<file path="src/rtl/nn_ctrl_pkg.sv">
// ============================================================================
// nn_ctrl_pkg : shared FSM encoding and config-register map for nn_ctrl
// Revision    : 1.0
// ============================================================================
`default_nettype none

package nn_ctrl_pkg;

  typedef enum logic [1:0] {
    ST_IDLE = 2'd0,
    ST_WAIT = 2'd1,
    ST_DONE = 2'd2
  } nn_state_e;

  localparam int unsigned NUM_CFG = 9;

  localparam logic [3:0] CFG_W11 = 4'd0;
  localparam logic [3:0] CFG_W12 = 4'd1;
  localparam logic [3:0] CFG_W21 = 4'd2;
  localparam logic [3:0] CFG_W22 = 4'd3;
  localparam logic [3:0] CFG_B1  = 4'd4;
  localparam logic [3:0] CFG_B2  = 4'd5;
  localparam logic [3:0] CFG_W31 = 4'd6;
  localparam logic [3:0] CFG_W32 = 4'd7;
  localparam logic [3:0] CFG_B3  = 4'd8;

  function automatic logic cfg_addr_valid(input logic [3:0] addr);
    return (addr <= CFG_B3);
  endfunction

endpackage

`default_nettype wire

</file>
<file path="src/rtl/nn_cfg_regs.sv">
// ============================================================================
// nn_cfg_regs : weight/bias register file with idle-only write acceptance
// Revision    : 1.0
// ============================================================================
`default_nettype none

module nn_cfg_regs
  import nn_ctrl_pkg::*;
#(
  parameter int W = 32
) (
  input  logic                 clk,
  input  logic                 rst_l,
  input  logic                 wr_allow,
  input  logic                 cfg_we,
  input  logic [3:0]           cfg_addr,
  input  logic [W-1:0]         cfg_wdata,
  output logic                 cfg_err,
  output logic [NUM_CFG*W-1:0] weights
);

  logic [W-1:0] w_q [NUM_CFG];
  logic [W-1:0] w_d [NUM_CFG];
  logic         cfg_err_q;
  logic         cfg_err_d;

  // Out-of-range addresses while idle are dropped without raising an error.
  always_comb begin
    w_d       = w_q;
    cfg_err_d = cfg_we && !wr_allow;
    if (cfg_we && wr_allow && cfg_addr_valid(cfg_addr)) begin
      for (int i = 0; i < int'(NUM_CFG); i++) begin
        if (cfg_addr == 4'(i)) begin
          w_d[i] = cfg_wdata;
        end
      end
    end
  end

  always_ff @(posedge clk or negedge rst_l) begin
    if (!rst_l) begin
      for (int i = 0; i < int'(NUM_CFG); i++) begin
        w_q[i] <= '0;
      end
      cfg_err_q <= 1'b0;
    end else begin
      w_q       <= w_d;
      cfg_err_q <= cfg_err_d;
    end
  end

  for (genvar gi = 0; gi < int'(NUM_CFG); gi++) begin : g_pack
    assign weights[gi*W +: W] = w_q[gi];
  end

  assign cfg_err = cfg_err_q;

endmodule

`default_nettype wire

</file>
<file path="src/rtl/nn_ctrl.sv">
// ============================================================================
// nn_ctrl : request/settle/result sequencer for a small FP network datapath
//           Optional NN_CTRL_PERF_EN adds a 16-bit completion counter.
// Revision: 1.0
// ============================================================================
`default_nettype none

module nn_ctrl
  import nn_ctrl_pkg::*;
#(
  parameter int exp_width     = 8,
  parameter int mant_width    = 24,
  parameter int SETTLE_CYCLES = 4
) (
  input  logic                                clk,
  input  logic                                rst_l,
  input  logic                                cfg_we,
  input  logic [3:0]                          cfg_addr,
  input  logic [exp_width+mant_width-1:0]     cfg_wdata,
  output logic                                cfg_err,
  input  logic                                in_valid,
  output logic                                in_ready,
  input  logic [exp_width+mant_width-1:0]     in_a,
  input  logic [exp_width+mant_width-1:0]     in_b,
  output logic                                out_valid,
  input  logic                                out_ready,
  output logic [exp_width+mant_width-1:0]     out_data,
  output logic [4:0]                          out_exc,
  output logic [exp_width+mant_width-1:0]     nn_a,
  output logic [exp_width+mant_width-1:0]     nn_b,
  output logic [9*(exp_width+mant_width)-1:0] nn_w,
  input  logic [exp_width+mant_width-1:0]     nn_result,
  input  logic [4:0]                          nn_exc,
  output logic                                busy
`ifdef NN_CTRL_PERF_EN
  ,
  output logic [15:0]                         perf_count
`endif
);

  localparam int         W        = exp_width + mant_width;
  localparam logic [7:0] CNT_LOAD = 8'(SETTLE_CYCLES - 1);

  nn_state_e    state_q, state_d;
  logic [7:0]   cnt_q, cnt_d;
  logic [4:0]   acc_q, acc_d;
  logic [4:0]   out_exc_q, out_exc_d;
  logic [W-1:0] nn_a_q, nn_a_d;
  logic [W-1:0] nn_b_q, nn_b_d;
  logic [W-1:0] out_data_q, out_data_d;

  nn_cfg_regs #(
    .W (W)
  ) u_cfg_regs (
    .clk       (clk),
    .rst_l     (rst_l),
    .wr_allow  (state_q == ST_IDLE),
    .cfg_we    (cfg_we),
    .cfg_addr  (cfg_addr),
    .cfg_wdata (cfg_wdata),
    .cfg_err   (cfg_err),
    .weights   (nn_w)
  );

  always_ff @(posedge clk or negedge rst_l) begin
    if (!rst_l) begin
      state_q <= ST_IDLE;
    end else begin
      state_q <= state_d;
    end
  end

  always_comb begin
    state_d = state_q;
    case (state_q)
      ST_IDLE: if (in_valid)      state_d = ST_WAIT;
      ST_WAIT: if (cnt_q == 8'd0) state_d = ST_DONE;
      ST_DONE: if (out_ready)     state_d = ST_IDLE;
      default:                    state_d = ST_IDLE;
    endcase
  end

  always_comb begin
    in_ready  = (state_q == ST_IDLE);
    busy      = (state_q != ST_IDLE);
    out_valid = (state_q == ST_DONE);
  end

  // Operands are only loaded on acceptance, so they stay frozen until IDLE.
  always_comb begin
    cnt_d      = cnt_q;
    acc_d      = acc_q;
    nn_a_d     = nn_a_q;
    nn_b_d     = nn_b_q;
    out_data_d = out_data_q;
    out_exc_d  = out_exc_q;
    case (state_q)
      ST_IDLE: begin
        if (in_valid) begin
          nn_a_d = in_a;
          nn_b_d = in_b;
          cnt_d  = CNT_LOAD;
          acc_d  = 5'd0;
        end
      end
      ST_WAIT: begin
        acc_d = acc_q | nn_exc;
        if (cnt_q == 8'd0) begin
          out_data_d = nn_result;
          out_exc_d  = acc_q | nn_exc;
        end else begin
          cnt_d = cnt_q - 8'd1;
        end
      end
      default: ;
    endcase
  end

  always_ff @(posedge clk or negedge rst_l) begin
    if (!rst_l) begin
      cnt_q      <= 8'd0;
      acc_q      <= 5'd0;
      nn_a_q     <= '0;
      nn_b_q     <= '0;
      out_data_q <= '0;
      out_exc_q  <= 5'd0;
    end else begin
      cnt_q      <= cnt_d;
      acc_q      <= acc_d;
      nn_a_q     <= nn_a_d;
      nn_b_q     <= nn_b_d;
      out_data_q <= out_data_d;
      out_exc_q  <= out_exc_d;
    end
  end

  assign nn_a     = nn_a_q;
  assign nn_b     = nn_b_q;
  assign out_data = out_data_q;
  assign out_exc  = out_exc_q;

`ifdef NN_CTRL_PERF_EN
  logic [15:0] perf_q, perf_d;

  always_comb begin
    perf_d = perf_q;
    if (out_valid && out_ready) begin
      perf_d = perf_q + 16'd1;
    end
  end

  always_ff @(posedge clk or negedge rst_l) begin
    if (!rst_l) begin
      perf_q <= 16'd0;
    end else begin
      perf_q <= perf_d;
    end
  end

  assign perf_count = perf_q;
`endif

endmodule

`default_nettype wire
</file>
<file path="config.mk">
export PLATFORM = sky130hd
export DESIGN_NAME = nn_ctrl
export DESIGN_NICKNAME = d
export VERILOG_FILES = /design/src/rtl/nn_ctrl_pkg.sv /design/src/rtl/nn_cfg_regs.sv /design/src/rtl/nn_ctrl.sv
export SDC_FILE = /design/constraint.sdc
export NUM_CORES = 1
export LEC_CHECK = 0
export CAP_MARGIN = 10
export CORE_ASPECT_RATIO = 1.4
export CORE_MARGIN = 3
export CORE_UTILIZATION = 35
export CTS_CLUSTER_SIZE = 14
export DETAILED_ROUTE_END_ITERATION = 10
export PLACE_DENSITY_LB_ADDON = 0.12
export SLEW_MARGIN = 20
export SYNTH_ARGS = -nofsm -noshare
export SYNTH_HDL_FRONTEND = slang
export SYNTH_SLANG_ARGS = --single-unit
</file>
<file path="constraint.sdc">
create_clock -name clk -period 2.2 [get_ports clk]
set_input_delay 0.66 -clock clk [delete_from_list [all_inputs] [get_ports clk]]
set_output_delay 0.66 -clock clk [all_outputs]
set_load 0.02 [all_outputs]
</file>
==> summary.md, run 1 <==
| Metric | Value |
|---|---|
| Req. time, crit path | `1540 ps` |
| Chip width | `184 um` |
| Root Driver | `clkbuf_16` |
| Net Switching | `0.0126 W` |
| Top post-synthesis cells by area | `dfrtp_1, mux2_2, mux2_4` |
| Syn-to-layout area delta | `50.4%` |
| First-pass GRT wire length | `72,500 um` |
| Max-slew headroom | `0.633` |
| Worst-case clock buffer depth | `3` |
| Worst stage delay on the critical path | `630 ps` |
| Most frequent cells after synthesis | `dfrtp_1, mux2_2, nand2_1, mux2_4, clkbuf_1` |
| Clk_lat worst skew | `about 530 ps` |
| EDFF count, synth | `0` |
| CP arrival | `1500 ps` |
| Synth Register Bits | `405` |
| Critical Path Fanout Max | `2` |
| Gp weighted congestion | `around 0.77` |
| Clock Sinks | `405` |
| Die Area | `about 47,000 um2` |
| Max Slew Vio Count | `0` |
| Final ANT Viol Nets | `0` |
| Vias in the first global route | `about 11,000` |
| Avg Inst Size Synth | `14.7 um2` |
| Crit start category | `flop` |
| Post-place instance area | `~22,000 um2` |
| Final Hold Vio Count | `0` |
| Critical path's top delay family | `buffers and inverters` |
| Io pins | `between 500 and 600` |
| Sw frac | `0.369` |
| # rows | `90` |
| Remaining DRCs | `0` |
| FMAX | `463 MHz` |
| Int Power | `~0.022 W` |
| Setup TNS | `0 ps` |
| Pin count of the biggest net entering global routing | `79` |
| Chip height | `255 um` |
| Multi-input combinational cell area | `just over 5000 um2` |
| Hold crit path type | `flop to flop` |
| CTS tree | `built` |
| Gate Count Post-Synth | `1,056` |
| Clk_skew | `10.9 ps` |
| Cell Pwr Density | `around 1500 nW/um2` |
| Post-Route Utilization | `0.536` |
| Routed length per instance | `between 20 and 25 um` |
| Total GRT Usage | `0.204` |
| Largest area contributor in the netlist | `dfrtp_1` |
| Netlist cell types | `35` |
| I/O Buffers | `534` |
| Kind of critical path | `flop to output pin` |
| Clk slew on worst S/H paths | `60 ps` |
| Critical path, cell by cell | `clkdlybuf4s50_1` |
| Drt first pass iters | `4` |
| Layout cell share with drive strength beyond 1 | `0.272` |
| Antenna violations before repair | `3` |
| Final #Nets | `about 1,800` |
| Status | `finished clean` |
| Initial Utilization | `0.357` |
| Sequential share of the synthesized area | `0.654` |
| FFs w/ async S/R, synth | `1.00` |
| Yosys top cell area share | `0.654` |
| Core box area | `about 43,000 um2` |
| Fill count | `3,807` |
| Final period util | `0.982` |
| Post-synth top flop | `dfrtp_1` |
| Final WL | `about 49,000 um` |
| RSZ-0062 raised after global routing | `no` |
| Slew @ Worst Pin | `between 500 and 600 ps` |
| Final instance area | `23,300 um2` |
| Yosys warnings | `0` |
| DR iter-0 viols | `346` |
| H-tree levels | `2` |
| Combinational power share | `0.438` |
| Crit path time final | `2160 ps` |
| Pleak | `12.9 nW` |
| Seq. cell area | `10,100 um2` |
| Buf+Inv Stages, Crit Path | `1` |
| Inserted Diodes | `0` |
| Setup violators final | `0` |
| Most frequent cell after synthesis | `dfrtp_1` |
| CTS Buf Count | `42` |
| Slowest-stage cell, CP | `clkdlybuf4s50_1` |
| Hpwl dp | `36,600 um` |
| Clock share of power | `0.197` |
| Post-DR vias/cell | `4.72` |
| Syn_nets | `1,200` |
| Max-cap viol count | `0` |
| Mapped cell area | `15,500 um2` |
| Sequential fraction of design power | `0.364` |
| Via count | `10,500` |
| Worst setup EP type | `output pin` |
| Worst VDD drop | `0.765 mV` |
| Min Hold Slack | `472 ps` |
| GRT Residual Overflow | `0` |
==> tightest hold or removal path: stages, from the launching register on <==
cell	delay, ps
dfrtp_1	340
nand2_1	50
nand2_1	50
==> cell type report <==
type                       instances  share of cell area
clock inverter                     4            0.000859
timing repair buffer             597               0.259
inverter                           9             0.00145
tap                              552              0.0296
clock buffer                      67              0.0544
sequential                       405               0.435
multi-input combinational        590               0.220
==> layer usage <==
| layer | global-route usage | wire (um) | vias up |
|---|---|---|---|
| met5 | 0 | 41 | - |
| met4 | 0.0599 | 1310 | 6 |
| met3 | 0.0620 | 3680 | 69 |
| met2 | 0.371 | 25900 | 376 |
| met1 | 0.231 | 18100 | 5273 |
| li1 | - | - | 4764 |
==> final timing paths <==
check	startpoint	to	slack, ps	cells after the start
max in group asynchronous	rst_l	u_cfg_regs.weights[24]	820	3
worst max register to register	state_q[1]	u_cfg_regs.weights[93]	40	4
worst min-delay path	nn_a[19]	nn_a[19]	470	2
worst min register to register	nn_a[19]	nn_a[19]	470	2
min in group asynchronous	rst_l	out_data[5]	580	2
worst max-delay path	u_cfg_regs.weights[233]	nn_w[233]	40	1
==> cell families after synthesis <==
kind of cell | after synthesis | synth area share
mux | 331 | 0.254
simple gates | 242 | 0.0656
flops | 405 | 0.654
buf+inv | 61 | 0.0190
fa+ha+maj | 2 | 0.00161
compound gates | 15 | 0.00613
==> repair_timing <==
item | 4_1_cts | 5_1_grt
buffers inserted | 0 | 0
gates resized for setup | 246 | 98
gates cloned | 1 | 0
hold endpoints to repair | 17 | 0
setup endpoints to repair | 322 | 124
pin swaps | 3 | 1
hold buffers | 1 | 0
==> power groups by stage <==
stage | registers [W] | logic [W] | clock network [W]
final | 0.0125 | 0.0150 | 0.00675
after global routing | 0.0129 | 0.0159 | 0.00727
after CTS | 0.0126 | 0.0154 | 0.00700
after detailed placement | 0.0127 | 0.0166 | 0
after global placement | 0.0126 | 0.0165 | 0
after floorplan | 0.0164 | 0.00381 | 0
==> flip-flops by register name (all words and copies together) (netlist names) <==
| register | count |
|---|---|
| state_q | 2 |
| u_cfg_regs.cfg_err | 1 |
| out_data | 32 |
| nn_a | 32 |
| acc_q | 5 |
| cnt_q | 8 |
| out_exc | 5 |
| nn_b | 32 |
| u_cfg_regs.weights | 288 |
==> metrics by stage <==
| stage | total power, W | setup slack (ps) | cells |
|---|---|---|---|
| 2_1_floorplan | 0.0202 | -126 | 1056 |
| 3_3_place_gp | 0.0291 | -690 | 2151 |
| 3_5_place_dp | 0.0294 | -701 | 2151 |
| 4_1_cts | 0.0349 | -24.6 | 2224 |
| 5_1_grt | 0.0361 | 0.00311 | 2224 |
| 6_report | 0.0342 | 38.7 | 2224 |
==> layout by cell type, fill, tap and decap left out, types with 2 or more instances in the layout <==
cell type | netlist | final
a211oi_1 | 3 | 3
a21bo_2 | 2 | 2
a21oi_1 | 7 | 7
and4b_2 | 0 | 2
buf_12 | 0 | 20
buf_2 | 16 | 3
buf_4 | 0 | 39
buf_6 | 6 | 2
buf_8 | 0 | 2
clkbuf_1 | 29 | 16
clkbuf_16 | 0 | 45
clkbuf_8 | 0 | 6
clkdlybuf4s50_1 | 0 | 207
clkinv_2 | 0 | 4
dfrtp_1 | 405 | 405
dlygate4sd2_1 | 0 | 225
dlymetal6s2s_1 | 0 | 98
ha_1 | 2 | 2
inv_1 | 9 | 9
mux2_1 | 2 | 2
mux2_2 | 258 | 258
mux2_4 | 60 | 60
mux2i_1 | 11 | 11
nand2_1 | 198 | 198
nand2b_1 | 2 | 2
nand3_2 | 0 | 2
nor2_1 | 15 | 13
nor2_4 | 0 | 2
nor2b_1 | 3 | 3
o21ai_0 | 2 | 2
or3_1 | 3 | 3
or4_1 | 2 | 2
or4b_4 | 1 | 3
Power figures use the tool's default switching activity.
==> run 2, diff against run 1 <==
--- a/config.mk
+++ b/config.mk
@@ -9,6 +9,7 @@
 export CORE_ASPECT_RATIO = 1.4
 export CORE_MARGIN = 3
 export CORE_UTILIZATION = 35
+export CTS_BUF_LIST = sky130_fd_sc_hd__clkbuf_4 sky130_fd_sc_hd__clkbuf_8 sky130_fd_sc_hd__clkbuf_16
 export CTS_CLUSTER_SIZE = 14
 export DETAILED_ROUTE_END_ITERATION = 10
 export PLACE_DENSITY_LB_ADDON = 0.12
==> run 2 against run 1 <==
Global-route usage hardly changed. Wire length is 0.10% higher. Critical path depth is 3 higher. Fmax is 0.25% lower. Non-clock buffer count stayed put. Clock-buffer cell count stayed put. Critical endpoint is now u_cfg_regs.weights[93].
==> summary.md, run 2 (synthesized netlist as in run 1, its figures left out) <==
| Metric | Value |
|---|---|
| Post-DR vias/cell | `4.72` |
| I/O Buffers | `534` |
| Number of flip-flops in the largest register | `288` |
| Die Area | `around 47,000 um2` |
| Cell Pwr Density | `approximately 1500 nW/um2` |
| Cell count of the worst reg-to-reg path | `4` |
| Most used cell, CP | `or4b_4` |
| Combinational power share | `0.435` |
| Net Switching | `roughly 0.013 W` |
| Max-slew headroom | `0.632` |
| Finished Layout Cells | `2,224` |
| Clock Sinks | `around 400` |
| Int Power | `approximately 0.022 W` |
| Clk_lat worst skew | `about 530 ps` |
| Post-Route Utilization | `0.538` |
| Clock share of power | `0.202` |
| Layout cell share with drive strength beyond 1 | `0.281` |
| Remaining DRCs | `0` |
| Critical Path Fanout Max | `18` |
| Root Driver | `clkbuf_16` |
| Max Slew Vio Count | `0` |
| Worst setup EP type | `flop` |
| CTS Buf Count | `42` |
| Critical path, cell by cell | `or4b_4 > or4b_4 > buf_12 > mux2_4` |
| DR iter-0 viols | `approximately 350` |
| Setup violators final | `0` |
| Antenna violations before repair | `3` |
| Gp weighted congestion | `0.769` |
| Critical path's top delay family | `simple AND/OR/NAND/NOR gates` |
| Commonest non-fill, non-tap cells in the layout | `dfrtp_1, mux2_2, dlygate4sd2_1` |
| Setup TNS | `0 ps` |
| Stages on worst setup path | `4` |
| Pleak | `12.9 nW` |
| FMAX | `462 MHz` |
| Slowest-stage cell, CP | `or4b_4` |
| Kind of critical path | `flop to flop` |
| Final Hold Vio Count | `0` |
| Sw frac | `0.368` |
| Hpwl dp | `36,600 um` |
| Hold path depth | `2` |
| Final period util | `0.985` |
| Req. time, crit path | `about 2600 ps` |
| CP arrival | `~2600 ps` |
| RSZ-0062 raised after global routing | `yes` |
| Clk_skew | `12.6 ps` |
| # rows | `90` |
| Placed cell count | `~2,200` |
| Max-cap viol count | `0` |
| Syn-to-layout area delta | `50.8%` |
| GRT Residual Overflow | `0` |
| Buf+Inv Stages, Crit Path | `1` |
| Sequential fraction of design power | `0.363` |
| Inserted Diodes | `0` |
| Final ANT Viol Nets | `0` |
| Status | `finished clean` |
| Hold crit path type | `flop to flop` |
| Commonest non-fill, non-tap cell in the layout | `dfrtp_1` |
| Chip height | `255 um` |
| Crit start category | `flop` |
| Clk slew on worst S/H paths | `60 ps` |
| Drt first pass iters | `4` |
| Final WL | `49,000 um` |
| Initial Utilization | `0.357` |
| Fill count | `3,806` |
| CTS tree | `built` |
| Pin count of the biggest net entering global routing | `between 70 and 80` |
| Core box area | `approximately 43,000 um2` |
| Worst VDD drop | `about 0.82 mV` |
| Worst-case clock buffer depth | `3` |
| Routed length per instance | `about 22 um` |
| Via count | `about 11,000` |
| Min Hold Slack | `472 ps` |
| First-pass GRT wire length | `72,600 um` |
| Post-CTS setup buffer count | `0` |
| Io pins | `between 500 and 600` |
| Total GRT Usage | `0.204` |
| Crit path time final | `2170 ps` |
| Worst stage delay on the critical path | `between 500 and 600 ps` |
| Final #Nets | `1,789` |
| H-tree levels | `2` |
| Slew @ Worst Pin | `550 ps` |
| Chip width | `184 um` |
| Vias in the first global route | `11,400` |
run 2: cell count changes in the layout (fill, tap and decap cells not counted):
cell	before	now
dlygate4sd2_1	225	227
clkbuf_4	0	16
clkdlybuf4s50_1	207	206
buf_6	2	3
clkbuf_1	16	0
buf_4	39	38
dlymetal6s2s_1	98	97
run 2: per-layer routing:
| metal | global-route usage | part of all wire | vias to the layer above |
|---|---|---|---|
| met5 | 0 | 0.00084 | - |
| li1 | - | - | 4763 |
| met2 | 0.371 | 0.53 | 379 |
| met1 | 0.231 | 0.37 | 5286 |
| met4 | 0.0599 | 0.027 | 6 |
| met3 | 0.0626 | 0.077 | 69 |
run 2: metrics by stage:
stage          cell area [um2]  total power, W  setup slack, ps
5_1_grt                  23400          0.0363            -17.5
6_report                 23400          0.0344             33.3
3_3_place_gp             22000          0.0291             -690
3_5_place_dp             22000          0.0294             -701
4_1_cts                  23100          0.0351            -32.4
2_1_floorplan            15500          0.0202             -126
run 2: worst paths after layout:
kind	startpoint	endpoint	slack, ps
setup / recovery	state_q[1]	u_cfg_regs.weights[93]	30
hold / removal	nn_a[19]	nn_a[19]	470
setup reg to reg	state_q[1]	u_cfg_regs.weights[93]	30
hold reg to reg	nn_a[19]	nn_a[19]	470
max in group asynchronous	rst_l	u_cfg_regs.weights[24]	820
min in group asynchronous	rst_l	out_data[5]	580
run 2: tightest hold or removal path, cell delays in order (launching register included):
cell and delay [ps]:
dfrtp_1 340, nand2_1 50, nand2_1 50
run 2: area by class of cell:
class	count	area [um2]	share of cell area
clock buffers	67	1330	0.0568
clock inverters	4	20.0	0.000856
inverters	9	33.8	0.00145
multi-input cells	590	5130	0.219
flip-flops and latches	405	10100	0.434
well taps	552	691	0.0295
repair buffers	597	6040	0.258
run 2: power by group through the flow:
| stage | logic, W | clock network (W) | registers, W |
|---|---|---|---|
| floorplan | 0.00381 | 0 | 0.0164 |
| global placement | 0.0165 | 0 | 0.0126 |
| detailed placement | 0.0166 | 0 | 0.0127 |
| CTS | 0.0154 | 0.00720 | 0.0126 |
| global route | 0.0159 | 0.00747 | 0.0129 |
| finish | 0.0150 | 0.00696 | 0.0125 |
run 2: repair_timing:
| item | in CTS | in global routing |
|---|---|---|
| endpoints found under the hold margin | 17 | 0 |
| cloned | 1 | 0 |
| pin swaps | 3 | 2 |
| setup endpoints to repair | 324 | 121 |
| gates resized for setup | 248 | 98 |
| hold buffers | 1 | 0 |
